$ cat src/rtl/io_mmio_responder_pkg.sv
// Shared IO-region offset map and the decode helper used by the MMIO responder.
package io_mmio_responder_pkg;

    localparam logic [7:0] IO_UART_CTRL = 8'h00;
    localparam logic [7:0] IO_UART_RX   = 8'h04;
    localparam logic [7:0] IO_UART_TX   = 8'h08;
    localparam logic [7:0] IO_CYCLE_CNT = 8'h10;
    localparam logic [7:0] IO_INST_CNT  = 8'h14;
    localparam logic [7:0] IO_CNT_RST   = 8'h18;

    typedef enum logic [2:0] {
        SEL_STATUS,
        SEL_RX,
        SEL_TX,
        SEL_CYCLE,
        SEL_INST,
        SEL_CNT_RST,
        SEL_NONE
    } io_sel_e;

    // Word-aligned offset in, register select out; anything unmapped is SEL_NONE.
    function automatic io_sel_e decode_offset(input logic [31:0] word_off);
        io_sel_e sel;
        sel = SEL_NONE;
        case (word_off)
            32'(IO_UART_CTRL): sel = SEL_STATUS;
            32'(IO_UART_RX):   sel = SEL_RX;
            32'(IO_UART_TX):   sel = SEL_TX;
            32'(IO_CYCLE_CNT): sel = SEL_CYCLE;
            32'(IO_INST_CNT):  sel = SEL_INST;
            32'(IO_CNT_RST):   sel = SEL_CNT_RST;
            default:           sel = SEL_NONE;
        endcase
        return sel;
    endfunction

endpackage

$ cat src/rtl/io_mmio_responder_tx_fifo.sv
// Synchronous byte FIFO feeding the UART transmitter; the head entry is held in a register.
module io_tx_fifo #(
    parameter int DEPTH = 8
) (
    input  logic       clk,
    input  logic       rst_n,
    input  logic       push,
    input  logic [7:0] push_data,
    input  logic       pop,
    output logic       full,
    output logic       empty,
    output logic [7:0] head
);
    localparam int PTR_W = $clog2(DEPTH);
    localparam int CNT_W = PTR_W + 1;

    logic [7:0]       mem [DEPTH];
    logic [PTR_W-1:0] rd_ptr_reg, rd_ptr_next;
    logic [PTR_W-1:0] wr_ptr_reg;
    logic [CNT_W-1:0] count_reg;
    logic [7:0]       head_reg, head_next;
    logic             do_push, do_pop;

    assign full  = (count_reg == CNT_W'(DEPTH));
    assign empty = (count_reg == '0);
    assign head  = head_reg;

    // Full/empty are pre-edge flags: a push into a full FIFO is dropped even if a pop frees a slot.
    assign do_push = push & ~full;
    assign do_pop  = pop & ~empty;

    always_comb begin
        rd_ptr_next = rd_ptr_reg;
        if (do_pop) begin
            rd_ptr_next = rd_ptr_reg + PTR_W'(1);
        end
        // Bypass the byte being written when it becomes the new head.
        head_next = mem[rd_ptr_next];
        if (do_push && (wr_ptr_reg == rd_ptr_next)) begin
            head_next = push_data;
        end
    end

    always_ff @(posedge clk) begin
        if (do_push) begin
            mem[wr_ptr_reg] <= push_data;
        end
    end

    always_ff @(posedge clk) begin
        if (!rst_n) begin
            rd_ptr_reg <= '0;
            wr_ptr_reg <= '0;
            count_reg  <= '0;
            head_reg   <= '0;
        end else begin
            rd_ptr_reg <= rd_ptr_next;
            head_reg   <= head_next;
            if (do_push) begin
                wr_ptr_reg <= wr_ptr_reg + PTR_W'(1);
            end
            case ({do_push, do_pop})
                2'b10:   count_reg <= count_reg + CNT_W'(1);
                2'b01:   count_reg <= count_reg - CNT_W'(1);
                default: count_reg <= count_reg;
            endcase
        end
    end

endmodule

$ cat src/rtl/io_mmio_responder.sv
// MMIO responder: decodes IO offsets, serves UART status/RX/TX and the cycle/instruction counters.
module io_mmio_responder
    import io_mmio_responder_pkg::*;
#(
    parameter int TX_FIFO_DEPTH = 8,
    parameter int OFFSET_W      = 8
) (
    input  logic                clk,
    input  logic                rst_n,
    input  logic                io_en,
    input  logic                io_we,
    input  logic [OFFSET_W-1:0] io_addr,
    input  logic [31:0]         io_din,
    output logic [31:0]         io_dout,
    input  logic                inst_retired,
    input  logic [7:0]          rx_data,
    input  logic                rx_valid,
    output logic                rx_ready,
    output logic [7:0]          tx_data,
    output logic                tx_valid,
    input  logic                tx_ready
);
    logic [OFFSET_W-1:0] word_off;
    io_sel_e             sel;
    logic                is_load, is_store;
    logic                tx_push, tx_pop, tx_full, tx_empty;
    logic                cnt_clear;
    logic [31:0]         load_data;
    logic [31:0]         io_dout_reg;
    logic [31:0]         cycle_cnt_reg;
    logic [31:0]         inst_cnt_reg;

    assign word_off  = {io_addr[OFFSET_W-1:2], 2'b00};
    assign sel       = decode_offset(32'(word_off));
    assign is_load   = io_en & ~io_we;
    assign is_store  = io_en & io_we;

    assign rx_ready  = rst_n & is_load & (sel == SEL_RX) & rx_valid;
    assign tx_push   = is_store & (sel == SEL_TX);
    assign tx_pop    = tx_valid & tx_ready;
    assign cnt_clear = is_store & (sel == SEL_CNT_RST);
    assign tx_valid  = ~tx_empty;

    io_tx_fifo #(
        .DEPTH(TX_FIFO_DEPTH)
    ) u_tx_fifo (
        .clk       (clk),
        .rst_n     (rst_n),
        .push      (tx_push),
        .push_data (io_din[7:0]),
        .pop       (tx_pop),
        .full      (tx_full),
        .empty     (tx_empty),
        .head      (tx_data)
    );

    // Load data is sampled from pre-edge state: counters before this cycle's increment.
    always_comb begin
        load_data = '0;
        case (sel)
            SEL_STATUS: load_data = {30'b0, rx_valid, ~tx_full};
            SEL_RX:     load_data = rx_valid ? {24'b0, rx_data} : 32'b0;
            SEL_CYCLE:  load_data = cycle_cnt_reg;
            SEL_INST:   load_data = inst_cnt_reg;
            default:    load_data = '0;
        endcase
    end

    always_ff @(posedge clk) begin
        if (!rst_n) begin
            io_dout_reg   <= '0;
            cycle_cnt_reg <= '0;
            inst_cnt_reg  <= '0;
        end else begin
            if (is_load) begin
                io_dout_reg <= load_data;
            end
            if (cnt_clear) begin
                cycle_cnt_reg <= '0;
                inst_cnt_reg  <= '0;
            end else begin
                cycle_cnt_reg <= cycle_cnt_reg + 32'd1;
                inst_cnt_reg  <= inst_cnt_reg + 32'(inst_retired);
            end
        end
    end

    assign io_dout = io_dout_reg;

    logic unused_bits;
    assign unused_bits = &{1'b0, io_din[31:8], io_addr[1:0]};

endmodule
$ cat config.mk
export PLATFORM = sky130hd
export DESIGN_NAME = io_mmio_responder
export DESIGN_NICKNAME = d
export VERILOG_FILES = /design/src/rtl/io_mmio_responder_pkg.sv /design/src/rtl/io_mmio_responder_tx_fifo.sv /design/src/rtl/io_mmio_responder.sv
export SDC_FILE = /design/constraint.sdc
export NUM_CORES = 1
export LEC_CHECK = 0
export CAP_MARGIN = 5
export CORE_ASPECT_RATIO = 1.1
export CORE_UTILIZATION = 45
export CTS_BUF_LIST = sky130_fd_sc_hd__clkbuf_4
export DETAILED_ROUTE_END_ITERATION = 12
export PLACE_DENSITY_LB_ADDON = 0.05
export SLEW_MARGIN = 20
export SYNTH_ARGS = -nofsm -noshare
export SYNTH_HDL_FRONTEND = slang
export SYNTH_HIERARCHICAL = 1
export SYNTH_SLANG_ARGS = --single-unit
$ cat constraint.sdc
create_clock -name clk -period 8 [get_ports clk]
set_clock_uncertainty 0.05 [all_clocks]
set_input_delay 1.2 -clock clk [delete_from_list [all_inputs] [get_ports clk]]
set_output_delay 1.2 -clock clk [all_outputs]
set_load 0.1 [all_outputs]
After elaboration in Yosys (flattened, before gate mapping)
Memories as Yosys holds them, arrays and structs flattened. A register that Yosys moved wholly into a read port is not among the register bits. Cells that the tools add are included.

Bitwise gates (word level): 14. Add/sub/neg operators: 6. Equality and inequality tests: 13. Muxes and demuxes: 7. Reduce and logical (&&, ||, !) cells: 6.

Operators by type and width (number): case mux 32 bit (4 select lines) (1); adder 32 x 1 -> 32 bit (1); adder 32 x 1 -> 32 bit, second input constant (1); == test 6 x 3 -> 1 bit, second input constant (3); case mux 3 bit (6 select lines) (1); AND 1 bit (10); zero test 8 bit (1); 2-to-1 mux 8 bit (1); case mux 4 bit (2 select lines) (1); adder 3 x 1 -> 3 bit, second input constant (2); == test 3 x 2 -> 1 bit, second input constant (2); == test 3 bit, second input constant (2); == test 6 x 1 -> 1 bit, second input constant (1); == test 6 x 2 -> 1 bit, second input constant (1); adder 4 x 1 -> 4 bit, second input constant (1); == test 4 bit, second input constant (1); zero test 4 bit (1); NOT 1 bit (4); subtractor 4 x 1 -> 4 bit, second input constant (1); == test 3 x 1 -> 1 bit, second input constant (1); zero test 3 bit (1); 2-to-1 mux 3 bit (1); == test 2 x 1 -> 1 bit, second input constant (1); == test 2 bit, second input constant (1); 4 further kinds (5).

RAM bits: 64. Memories kept: 1. Register bits: 106.

Memory list: u_tx_fifo.mem (words 8, bits a word 8, rd ports 1, clocked after Yosys merged registers in 1, write ports 1, line io_mmio_responder_tx_fifo.sv:17) `logic [7:0] mem [DEPTH];`.

Depth between registers and ports, before layout
Depth in word-level cells: 7. Depth in mapped cells: 13. Gate-level depth less buffers: 12.

Hierarchy
Netlist, hierarchy kept.

Modules (own cells, without submodules): io_mmio_responder (cells an instance 534, instances 1, area an instance 4498.1 µm²); io_tx_fifo (cells an instance 238, instances 1, area an instance 3918.8 µm²).

Least setup slack after synthesis
OpenSTA, ideal clock, no wires.

Path type: input -> output. Start: input io_we. End: output rx_ready. Buffers on the path: 1. Arrival time: 3.367 ns. Slack: 3.383 ns. Stages on the path: 5. Path through: nand2b_1 -> clkbuf_1 -> nor3b_1 -> nand2_1 -> nor2_1.

Cells in the longest elaborated chain, start to end: 5.

RTL lines: from (decl) (line io_mmio_responder.sv:11) `input logic io_we,`; NOT 1 bit (line io_mmio_responder.sv:35) `assign is_load = io_en & ~io_we;`; AND 1 bit (line io_mmio_responder.sv:35); AND 1 bit (3 in series) (line io_mmio_responder.sv:38) `assign rx_ready = rst_n & is_load & (sel == SEL_RX) & rx_valid;`; to (decl) (line io_mmio_responder.sv:18) `output logic rx_ready,`.

No other way between the ends.

Final worst setup path
Ends and elaborated chain as after synthesis.

==> run_results.csv <==
group,metric,value,unit
run_status,status,"complete, but fails checks",
run_status,violations,"DRC",
clock_tree,worstSkewPairLatency,570,ps
synth,synth-edff-count,64,
power_and_ir_drop,p_sw,0.352,mW
power_and_ir_drop,swShare,22.9,%
synth,synthAdderAreaFrac,1.19,%
synth,synthSimpleGateAreaFrac,16.7,%
synth,ys_seq_area_share,49.9,%
global_routing,grt_pass1_wl,30200,um
cells_and_area,nFillCells,1657,
setup_path,critPathMaxStageDelay,1140,ps
synth,synth_top_family_by_area,"simple AND/OR/NAND/NOR gates",
floorplanning,die_w,132,um
sta,fmax,185,MHz
power_and_ir_drop,p_int,1.19,mW
global_routing,grt_max_degree,58,
cells_and_area,utilization,52.3,%
cells_and_area,largest_reg_flops,64,
placed_design,dp_hpwl,12600,um
sta,hold_violations,0,
placed_design,placed_cells,1045,
setup_path,path_max_fanout,8,
clock_tree,cts_resized,0,
setup_path,cp-start-kind,"primary input",
route,drt_pre_antenna_iters,9,
clock_tree,postCtsSetupRepairBufs,0,
floorplanning,start_util,45.9,%
min_path,hold_end,"io_dout[2]",
clock_tree,tritoncts.num_buffers,17,
setup_path,worstPathArrival,4150,ps
synth,synth_cell_types,53,
synth,synth.area.top_cells,"dfxtp_1 (27%), edfxtp_1 (23%), mux2i_1 (8.3%)",
route,wl_met2,9290,um
sta,worst_pin_slew,998,ps
setup_path,reg2reg_depth,8,
synth,synth_fp_nets,835,
sta,hold_slack,420,ps
cells_and_area,multi_input_area,0.00397,mm2
synth,netlist_area,0.00842,mm2
power_and_ir_drop,power_leakage,2.98,nW
route,drt_iter0_drc,360,
global_routing,antenna_found_initial,1,
clock_tree,postCtsHoldBufs,0,
setup_path,crit_top_cell,"clkdlybuf4s50_1",
min_path,whs_path_depth,2,
route,routed_wl,18300,um
run,cap_viol_max_count,0,
synth,synth_xor_area_share,3.72,%
setup_path,critPathKind,"primary input to primary output",
floorplanning,core_area,0.0183,mm2
clock_tree,cts_buffer_depth,2,
cells_and_area,top_register,"u_tx_fifo/mem",
route,m1WireLength,8360,um
sta,slew_headroom,33.2,%
route,drc,1,
cells_and_area,regArea,0.00420,mm2
route,dr.max_layer_used,"met4",
floorplanning,fp.dieH,145,um
sta,fin_tns_setup,0,ps
synth,async_flop_share,0,%
clock_tree,h-tree-depth,4,
clock_tree,cts_tree,"done",
sta,rsz0062_at_grt,"false",
synth,netlist.area_leader.share,27.1,%
route,routedWlPerCell,17.0,um
power_and_ir_drop,p_per_area,161,mW/mm2
route,vias,6093,
setup_path,slowest_stage,"clkdlybuf4s50_1",
synth,synth_compound_area_share,9.93,%
synth,synthMuxAreaShare,15.4,%
cells_and_area,area_growth,13.9,%
route,viasPerCell,5.65,
route,route.met3.wl,496,um
sta,finalCritPeriodShare,67.5,%
global_routing,grt_util_all_layers,19.9,%
clock_tree,clk_pin_slew,120,ps
floorplanning,io_pins,97,
min_path,min_from,"io_dout[2]",
synth,ys_warn_count,6,
setup_path,crit_chain,"clkdlybuf4s50_1 > nand2b_1 > nor3b_1 > nand2_1 > nor2_1 > clkdlybuf4s50_1",
sta,finalSetupViolCount,0,
cells_and_area,layoutNonFillerInstCount,1078,
setup_path,crit_required,6750,ps
clock_tree,clock-sinks,178,
synth,syn_inst,772,
synth,dominantRegCellSynth,"dfxtp_1",
floorplanning,rows,52,
setup_path,r2r_start,"u_tx_fifo/count_reg[1]",
power_and_ir_drop,seq_power_share,61.2,%
power_and_ir_drop,clkPwrFrac,34.6,%
placed_design,portBuffers,70,
route,detail-route-antenna-nets,0,
min_path,hold_class,"register to register",
cells_and_area,fin_nets,884,
setup_path,endpoint_kind,"primary output",
sta,period_needed,5400,ps
global_routing,grt_overflow,0,
setup_path,r2r-end,"u_tx_fifo/head[2]",
synth,synth_seq_cells,178,
clock_tree,cts-root-buf,"clkbuf_4",
setup_path,crit_family,"buffers and inverters",
cells_and_area,final_layout_size_suffix_gt1_share,9.47,%
setup_path,critPathBufInv,2,
placed_design,gp_congestion,0.773,
floorplanning,dieArea,0.0193,mm2
sta,finalMaxSlewViolations,0,
power_and_ir_drop,peakVddDrop,0.0882,mV
global_routing,grt_pass1_vias,5921,
synth,syn_area_per_cell,10.9,um2
setup_path,rrSetupSlack,5160,ps
synth,yosys.area.top_type,"dfxtp_1",
power_and_ir_drop,combPwrFrac,4.2,%
-- placed cells by master, fill, tap and decap left out, drive strengths merged, types with 10 or more instances in the layout --
master,instances
buf,10
o31ai,24
xor2,16
inv,14
nor2,36
nand2,69
clkdlybuf4s50,69
a21oi,47
or3,12
mux4,26
edfxtp,64
o21ai,45
nor3,14
dfxtp,114
clkbuf,19
xnor2,15
nand3,21
or4,27
mux2i,71
nand4,17
and2,12
-- power groups by stage --
stage / registers [mW] / logic [mW] / clock network (mW)
finish: 0.944 / 0.0642 / 0.533
global route: 0.945 / 0.0698 / 0.586
CTS: 0.944 / 0.0648 / 0.554
detailed placement: 0.964 / 0.0647 / 0
global placement: 0.964 / 0.0631 / 0
floorplan: 0.972 / 0.0265 / 0
-- tightest hold or removal path: cells and delay by family, from the launching register on --
kind	cells	cell delay, ps
and+or+nand+nor	1	50
DFF	1	330
AOI/OAI and AO/OA	1	50
-- final cells by class --
class | count | share of cell area [%]
Sequential cell | 178 | 43.8
Antenna cell | 1 | 0.0261
Inverter | 12 | 0.470
Clock buffer | 19 | 1.49
Multi-Input combinational cell | 533 | 41.4
Clock inverter | 13 | 1.67
Timing Repair Buffer | 79 | 7.96
Tap cell | 243 | 3.17
-- cell usage after synthesis (9+ instances only) --
library cell	number
nand2_1	69
edfxtp_1	64
nand3_1	20
inv_1	11
mux4_2	26
buf_2	11
dfxtp_1	114
mux2i_1	70
o21ai_0	45
or4_1	27
xor2_1	15
nor3_1	14
nand4_1	15
o31ai_1	24
or3_1	12
a21oi_1	47
nand2b_1	9
clkbuf_1	31
a22o_1	9
nor2_1	36
xnor2_1	15
-- how the worst max path moves through the flow --
stage,from,depth (start not counted),slack (ps),endpoint
after global placement,io_we,6,2730,rx_ready
after global routing,io_we,6,2440,rx_ready
final,io_we,6,2600,rx_ready
after CTS,io_we,6,2670,rx_ready
after floorplan,io_we,5,3380,rx_ready
after detailed placement,io_we,6,2660,rx_ready
-- cell families after synthesis --
logic type | after synthesis
multiplexers | 97
adder cells (fa/ha/maj) | 8
AND/OR/NAND/NOR | 256
XOR/XNOR | 32
buffers and inverters | 61
AO/OA/AOI/OAI | 140
flip-flops | 178
-- through the flow --
stage | power (mW) | setup slack, ps | cell area, um2
6_report | 1.54 | 2600 | 9590
5_1_grt | 1.60 | 2440 | 9590
4_1_cts | 1.56 | 2670 | 9580
3_5_place_dp | 1.03 | 2660 | 9280
3_3_place_gp | 1.03 | 2730 | 9270
2_1_floorplan | 0.998 | 3380 | 8420
-- per-layer routing --
metal	vias up	GRT usage, %
met5	-	0
met4	0	6.55
met3	13	3.41
met2	87	34.4
met1	3002	25.1
li1	2991	-
(Power assumes the default switching activity.)
